### config.mk
export PLATFORM = sky130hd
export DESIGN_NAME = gemm_feeder
export DESIGN_NICKNAME = d
export VERILOG_FILES = /design/src/rtl/gemm_feeder.sv
export SDC_FILE = /design/constraint.sdc
export NUM_CORES = 1
export LEC_CHECK = 0
export CORE_MARGIN = 10
export CORE_UTILIZATION = 40
export DETAILED_ROUTE_END_ITERATION = 8
export HOLD_SLACK_MARGIN = 0.12
export PLACE_DENSITY_LB_ADDON = 0.25
export SKIP_LAST_GASP = 1
export SLEW_MARGIN = 20
export SYNTH_ARGS = -nofsm -noshare
export SYNTH_HDL_FRONTEND = slang
export SYNTH_SLANG_ARGS = --single-unit
### constraint.sdc
create_clock -name clock -period 3.9 [get_ports clock]
set_input_delay 0.585 -clock clock [delete_from_list [all_inputs] [get_ports clock]]
set_output_delay 0.585 -clock clock [all_outputs]
set_load 0.01 [all_outputs]
### src/rtl/gemm_feeder.sv
// Edge driver for the GEMM systolic array: buffers one A and one B tile from a
// valid/ready load stream, then emits them as skewed lane streams and a drain pulse.
module gemm_feeder #(
  parameter int C_DATA_WIDTH  = 32,
  parameter int C_DIM         = 4,
  parameter int C_DRAIN_DELAY = 4
) (
  input  logic                            clock,
  input  logic                            i_reset_n,
  input  logic                            in_valid,
  output logic                            in_ready,
  input  logic [C_DATA_WIDTH-1:0]         in_data,
  output logic [C_DIM*C_DATA_WIDTH-1:0]   Aout_data,
  output logic [C_DIM-1:0]                Aout_valid,
  output logic [C_DIM*C_DATA_WIDTH-1:0]   Bout_data,
  output logic [C_DIM-1:0]                Bout_valid,
  output logic                            o_rd_output,
  output logic                            o_busy
);

  localparam int NUM_ELEMS = 2 * C_DIM * C_DIM;
  localparam int A_ELEMS   = C_DIM * C_DIM;
  localparam int N_W       = ($clog2(NUM_ELEMS) > 1) ? $clog2(NUM_ELEMS) : 1;
  localparam int T_W       = ($clog2(2 * C_DIM) > 1) ? $clog2(2 * C_DIM) : 1;
  localparam int W_W       = ($clog2(C_DRAIN_DELAY) > 1) ? $clog2(C_DRAIN_DELAY) : 1;

  localparam logic [N_W-1:0] N_LAST = N_W'(NUM_ELEMS - 1);
  localparam logic [T_W-1:0] T_LAST = T_W'(2 * C_DIM - 2);
  localparam logic [W_W-1:0] W_LAST = W_W'((C_DRAIN_DELAY > 0) ? C_DRAIN_DELAY - 1 : 0);

  typedef enum logic [1:0] {
    ST_LOAD,
    ST_STREAM,
    ST_WAIT,
    ST_RDOUT
  } state_e;

  state_e                  state_q, state_d;
  logic [N_W-1:0]          n_q, n_d;
  logic [T_W-1:0]          t_q, t_d;
  logic [W_W-1:0]          w_q, w_d;
  logic                    in_ready_q, in_ready_d;
  logic [C_DATA_WIDTH-1:0] tile_q [NUM_ELEMS];
  logic [C_DATA_WIDTH-1:0] tile_d [NUM_ELEMS];

  // Flat tile store: A row-major in [0, D*D), B row-major in [D*D, 2*D*D).
  always_comb begin
    state_d    = state_q;
    n_d        = n_q;
    t_d        = t_q;
    w_d        = w_q;
    tile_d     = tile_q;
    case (state_q)
      ST_LOAD: begin
        if (in_valid && in_ready_q) begin
          tile_d[n_q] = in_data;
          if (n_q == N_LAST) begin
            n_d     = '0;
            t_d     = '0;
            state_d = ST_STREAM;
          end else begin
            n_d = n_q + 1'b1;
          end
        end
      end
      ST_STREAM: begin
        if (t_q == T_LAST) begin
          t_d     = '0;
          state_d = (C_DRAIN_DELAY > 0) ? ST_WAIT : ST_RDOUT;
        end else begin
          t_d = t_q + 1'b1;
        end
      end
      ST_WAIT: begin
        if (w_q == W_LAST) begin
          w_d     = '0;
          state_d = ST_RDOUT;
        end else begin
          w_d = w_q + 1'b1;
        end
      end
      ST_RDOUT: state_d = ST_LOAD;
      default:  state_d = ST_LOAD;
    endcase
    in_ready_d = (state_d == ST_LOAD);
  end

  always_ff @(posedge clock or negedge i_reset_n) begin
    if (!i_reset_n) begin
      state_q    <= ST_LOAD;
      n_q        <= '0;
      t_q        <= '0;
      w_q        <= '0;
      in_ready_q <= 1'b0;
    end else begin
      state_q    <= state_d;
      n_q        <= n_d;
      t_q        <= t_d;
      w_q        <= w_d;
      in_ready_q <= in_ready_d;
    end
  end

  // Tile storage carries no reset; the outputs are gated by state so stale data never leaks.
  always_ff @(posedge clock) begin
    tile_q <= tile_d;
  end

  always_comb begin
    Aout_data  = '0;
    Aout_valid = '0;
    Bout_data  = '0;
    Bout_valid = '0;
    if (state_q == ST_STREAM) begin
      for (int i = 0; i < C_DIM; i++) begin
        if (int'(t_q) >= i && int'(t_q) <= i + C_DIM - 1) begin
          Aout_valid[i] = 1'b1;
          Bout_valid[i] = 1'b1;
          Aout_data[i*C_DATA_WIDTH +: C_DATA_WIDTH] =
            tile_q[N_W'(i * C_DIM + int'(t_q) - i)];
          Bout_data[i*C_DATA_WIDTH +: C_DATA_WIDTH] =
            tile_q[N_W'(A_ELEMS + (int'(t_q) - i) * C_DIM + i)];
        end
      end
    end
  end

  assign in_ready    = in_ready_q;
  assign o_rd_output = (state_q == ST_RDOUT);
  assign o_busy      = (state_q != ST_LOAD);

endmodule

Word-level counts from Yosys, hierarchy flattened

Index checks and enable logic that the tools add are counted.

Logic and storage cells: 154
Output and inout bits: 267
Bits in registers: 1037
Input bits: 35

Order comparisons: 17
Reductions and logical operators: 11
Mux-type cells: 53
Bitwise operators: 9
$add $sub $neg: 19
Equality and inequality tests: 8

Operators with widths:

| cell                | count |
|---|---|
| $bmux 32 s5         | 8 |
| $bwmux 1024         | 1 |
| $mux 32             | 25 |
| $mux 128            | 2 |
| $demux 32 s5        | 1 |
| $ge 5x6->1 const B  | 8 |
| $not 5->5           | 7 |
| $add 5x5->5 const A | 4 |
| $add 4x3->5 const A | 2 |
| $add 5x3->5 const B | 2 |
| $mux 2              | 5 |
| $sub 5x2->5 const B | 2 |
| $le 3x3->1 const B  | 3 |
| $mux 3              | 3 |
| $pmux 2 s4          | 1 |
| $eq 2x2->1 const B  | 3 |
| $ge 3x2->1 const B  | 2 |
| $ge 6x6->1 const B  | 1 |
| $lt 6x1->1 const B  | 1 |
| $not 5->6           | 1 |
| $pmux 3 s2          | 1 |
| $sub 3x2->3 const B | 2 |
| $add 5x1->5 const B | 1 |
| $add 5x2->5 const B | 1 |
| other kinds (20)    | 30 |

Longest topological paths before layout

Depth after elaboration: 9
Mapped depth: 15

Least setup slack after synthesis

No wires, ideal clock.

Path type: flip-flop to output port
Start point: register t_q[1]
End point: output Aout_data[63]
Data arrival time: 3249 ps
Buffers on the path: 5
Data required time: 3315 ps
Slack: 66 ps
Stages on the path, launching flop included: 13
Path through: dfrtp_1 > buf_4 > inv_1 > clkbuf_1 > clkbuf_1 > ha_1 > inv_1 > ha_1 > buf_1 > clkbuf_1 > mux4_2 > mux2i_1 > o22ai_1

Cells in the longest elaborated chain, start to end: 8
Elaborated cells between the ends (all ways): 11

RTL lines:

| element                                    | line | RTL |
|---|---|---|
| from (decl)                                | 40   | `logic [T_W-1:0] t_q, t_d;` |
| from (signal assigned)                     | 98   | `t_q <= t_d;` |
| $add 3x3->4                                | 120  | `tile_q[N_W'(i * C_DIM + int'(t_q) - i)];` |
| $sub 4x1->5                                | 120  |  |
| $not 5->5 (not written as such)            | 120  |  |
| $bmux 32 s5                                | 120  |  |
| $mux 32 (not written as such) (2 in a row) | 120  |  |
| $mux 32 *                                  | 116  | `if (int'(t_q) >= i && int'(t_q) <= i + C_DIM - 1) begin` |
| $mux 128 *                                 | 114  | `if (state_q == ST_STREAM) begin` |
| to (decl)                                  | 13   | `output logic [C_DIM*C_DATA_WIDTH-1:0] Aout_data,` |

Every way passes the cells marked *; elsewhere a longest branch is shown, timed or not. The select of a mux whose other input is x is not followed.

Final worst setup path

Start point: register t_q[1]
End point: output Aout_data[115]

Cells in the longest elaborated chain, start to end: 8
Elaborated cells between the ends (all ways): 11

RTL lines:

| element                                    | line |
|---|---|
| $add 4x3->5                                | 120 |
| $sub 5x2->5                                | 120 |
| $not 5->5 (not written as such)            | 120 |
| $bmux 32 s5                                | 120 |
| $mux 32 (not written as such) (2 in a row) | 120 |
| $mux 32 *                                  | 116 |
| $mux 128 *                                 | 114 |

Marks and branches as above.

==> out/results.tsv <==
stage	metric	value	unit
pwr	leakage	23.4	nW
placement	numPortBuffers	301	
cts	ctsLongestPathBuffers	3	
route	ant_nets	0	
finish	area_growth	27.3	%
finish	design_area	0.0675	mm2
global_route	grt_max_degree	54	
critical_path	worstReg2RegEnd	tile_q[99]	
critical_path	critPathMaxStageDelay	560	ps
synthesis	synth_area_per_cell	17.4	um2
synthesis	yosys_warnings	0	
synthesis	netlist-cell-type-count	49	
pwr	vdd.ir_drop.worst	0.646	mV
timing	final.setup_skew	63.7	ps
timing	min_period_over_period	102	%
critical_path	crit_path_cell_trace	inv_8, ha_4, buf_12, buf_4, bufbuf_16, buf_4, mux4_2, nor2_1, nor3_2, a41o_1, clkbuf_2	
finish	nFillCells	10555	
finish	drive_gt1_share	41.6	%
cts	clock_latency	750	ps
cts	hold_buffers_post_cts	0	
placement	dp_cells	5075	
cts	cts.clk_slew.worst_paths	70	ps
placement	place.gp.congestion	0.904	
global_route	grt_pass1_wl	289000	um
critical_path	worst_r2r_startpoint	state_q[1]	
cts	cts_tree	built	
route	remaining_drc_errors	0	
finish	final_net_count	3670	
route	wl_per_cell	38.7	um
synthesis	ys_seq_elements	1037	
synthesis	synth_async_sr_flop_share	1.25	%
critical_path	worstSetupStartpointType	flop	
floorplanning	die_y	384	um
placement	detailedPlacementHpwl	130000	um
timing	timing.final.ws_setup	-84.1	ps
critical_path	timing.critical_path.arrival	3400	ps
global_route	number_of_antenna_violations_at_the_first_check_in_global_routing	17	
synthesis	yosysSeqAreaShare	58.6	%
timing	setup_repair_after_global_routing_missed_its_margin	yes	
finish	multi_input_comb_area	0.0221	mm2
timing	fmax	251	MHz
placement	dpl_cell_area	0.0598	mm2
floorplanning	die_area	0.147	mm2
global_route	gr-usage-all-layers	27.8	%
timing	final.hold.worst_slack	320	ps
timing	finalSetupViolations	14	
cts	number_of_sinks_handled_by_clock_tree_synthesis	1037	
critical_path	setup.worst_path.end_class	output port	
critical_path	setup.reg_to_reg.worst_slack	1310	ps
status	failed_checks	negative setup slack	
timing	finalMaxSlewViolations	0	
critical_path	cpMaxStageDelayCell	dfrtp_4	
global_route	globalRoute.totalOverflow	0	
route	postRouteWirelength	212000	um
critical_path	timing_worst_setup_path_type	reg -> out	
min_path	holdCritPathClass	in -> async	
job	drv.max_cap_violation_count	0	
synthesis	syn_nets	3097	
pwr	total_power	0.0588	W
finish	final-instance-count-excl-fill	5466	
cts	cts_buffers	110	
critical_path	critical_path_required	3310	ps
cts	htree_levels	3	
timing	fin_crit	3980	ps
floorplanning	pin_count	302	
floorplanning	std_cell_rows	133	
synthesis	synthFlopType	edfxtp_1	
route	routed-via-count	36618	
floorplanning	placeableCoreArea	0.132	mm2
synthesis	synth-edff-count	1024	
timing	timing.max_slew.rel_slack	27.2	%
timing	worst-slew-pin-transition	1090	ps
route	detailedRoute.firstPassIterationCount	5	
floorplanning	fp.dieW	384	um
synthesis	synthesis.area	0.0530	mm2
timing	setup-tns-final	-650	ps
cts	clockRootBuffer	clkbuf_16	
status	status	finished, violations left	
route	initialDrtViolationCount	6009	
critical_path	r2r_cell_count	7	
synthesis	post_synth_inst_count	3046	
pwr	power_density	871	mW/mm2
floorplanning	initial_utilization	40.3	%
global_route	number_of_global_route_vias_before_repair	34905	
critical_path	critPathMostFrequentCell	buf_4	
critical_path	largest_fanout_of_any_net_on_the_critical_path	17	
route	ratio_of_routed_vias_to_standard_cells	6.70	
finish	seqCellArea	0.0311	mm2
timing	report.final.hold_viol_count	0	
==> flip-flops by register name (all words and copies together), names as in the netlist <==
name      count
w_q           2
n_q           5
t_q           3
state_q       2
in_ready      1
tile_q     1024
==> worst max-delay path: cells and delay by family (launching register included) <==
family / cells / cell delay, ps
buffers and inverters: 6 / 1040
flip-flops: 1 / 560
AND/OR/NAND/NOR: 2 / 420
adder cells (fa/ha/maj): 1 / 240
AO/OA/AOI/OAI: 1 / 240
multiplexers: 1 / 200
==> placed cells by master, fill, tap and decap left out, types with 14 or more instances in the layout <==
cell type and instances:
edfxtp_1 1024, mux4_2 642, nand2_1 344, buf_4 237
clkbuf_16 117, nor2_1 113, clkdlybuf4s50_1 98, mux2i_1 90
nand3_1 77, buf_12 75, dlygate4sd2_1 72, dlymetal6s2s_1 44
nor2_4 40, buf_2 40, buf_16 37, mux2i_2 35
a21oi_1 31, buf_6 30, clkbuf_2 29, nor2_2 28
clkinv_1 27, a31oi_1 26, and2_1 26, nor2b_1 25
bufbuf_16 25, a21oi_2 22, o22ai_2 21, a41o_1 20
clkbuf_1 18, o21ai_0 16, nor3_2 15, clkinv_2 15
clkdlybuf4s15_1 14
==> stage by stage <==
step | util (%) | worst slack (ps)
floorplan | - | 66.2
global placement | 45.5 | -143
detailed placement | 45.5 | -149
CTS | 50.6 | -237
global route | 51.3 | -157
finish | 51.3 | -84.1
==> how the worst max path moves through the flow <==
stage	start	end	slack, ps	cells past startpoint
after global routing	t_q[1]	Aout_data[49]	-160	12
final	t_q[1]	Aout_data[115]	-80	11
after global placement	t_q[1]	Aout_data[34]	-140	10
after CTS	t_q[1]	Aout_data[127]	-240	10
after floorplan	t_q[1]	Aout_data[63]	70	12
after detailed placement	t_q[1]	Aout_data[34]	-150	10
==> synth_stat cells (all sizes together), types with 29 or more instances <==
library cell / count / share of area (%)
edfxtp: 1024 / 58
mux4: 642 / 27
nand2: 352 / 2.5
nor2: 181 / 1.3
buf: 165 / 1.8
mux2i: 137 / 2.6
clkbuf: 94 / 0.67
nand3: 78 / 0.74
a21oi: 64 / 0.60
o22ai: 36 / 0.42
nor3: 30 / 0.28
and2: 29 / 0.34
==> power by group <==
| part | internal, W | leakage (nW) | total, W | switching (W) |
|---|---|---|---|---|
| Sequential | 0.0129 | 9.37 | 0.0134 | 0.000479 |
| Combinational | 0.0171 | 12.3 | 0.0348 | 0.0177 |
| Clock | 0.00603 | 1.74 | 0.0107 | 0.00462 |
==> area by class of cell <==
cell class | instances | area share [%]
multi-input cells | 1739 | 32.7
clock inverters | 71 | 1.15
inverters | 11 | 0.0816
clock buffers | 129 | 4.22
repair buffers | 720 | 12.5
well taps | 1755 | 3.25
diodes | 4 | 0.0148
flip-flops and latches | 1037 | 46.1
==> routing by layer <==
layer,wire length (um),part of all wire [%],up-vias,GRT usage [%]
met1,79300,37,19237,39.1
li1,-,-,13847,-
met4,8040,3.8,12,8.92
met5,91,0.043,-,0
met3,31200,15,424,9.34
met2,93200,44,3098,40.7
==> cell families (layout without fill, tap and decap cells) <==
group           Yosys count  count (layout)  share of synthesized area [%]
compound gates          209             209                           2.62
xor+xnor                  2               2                         0.0472
fa+ha+maj                16              16                          0.378
buf+inv                 270             931                           2.55
flops                  1037            1037                           58.6
mux                     780             780                           29.9
other cells               0               4                              0
simple gates            732             732                           5.90
==> what timing repair did <==
| action | in CTS | in global routing |
|---|---|---|
| resized for setup | 454 | 236 |
| cloned | 43 | 6 |
| pin swaps | 26 | 33 |
| endpoints found under the setup margin | 256 | 163 |
| setup buffers | 85 | 58 |
Note: power is estimated with default switching activity, not from simulation.
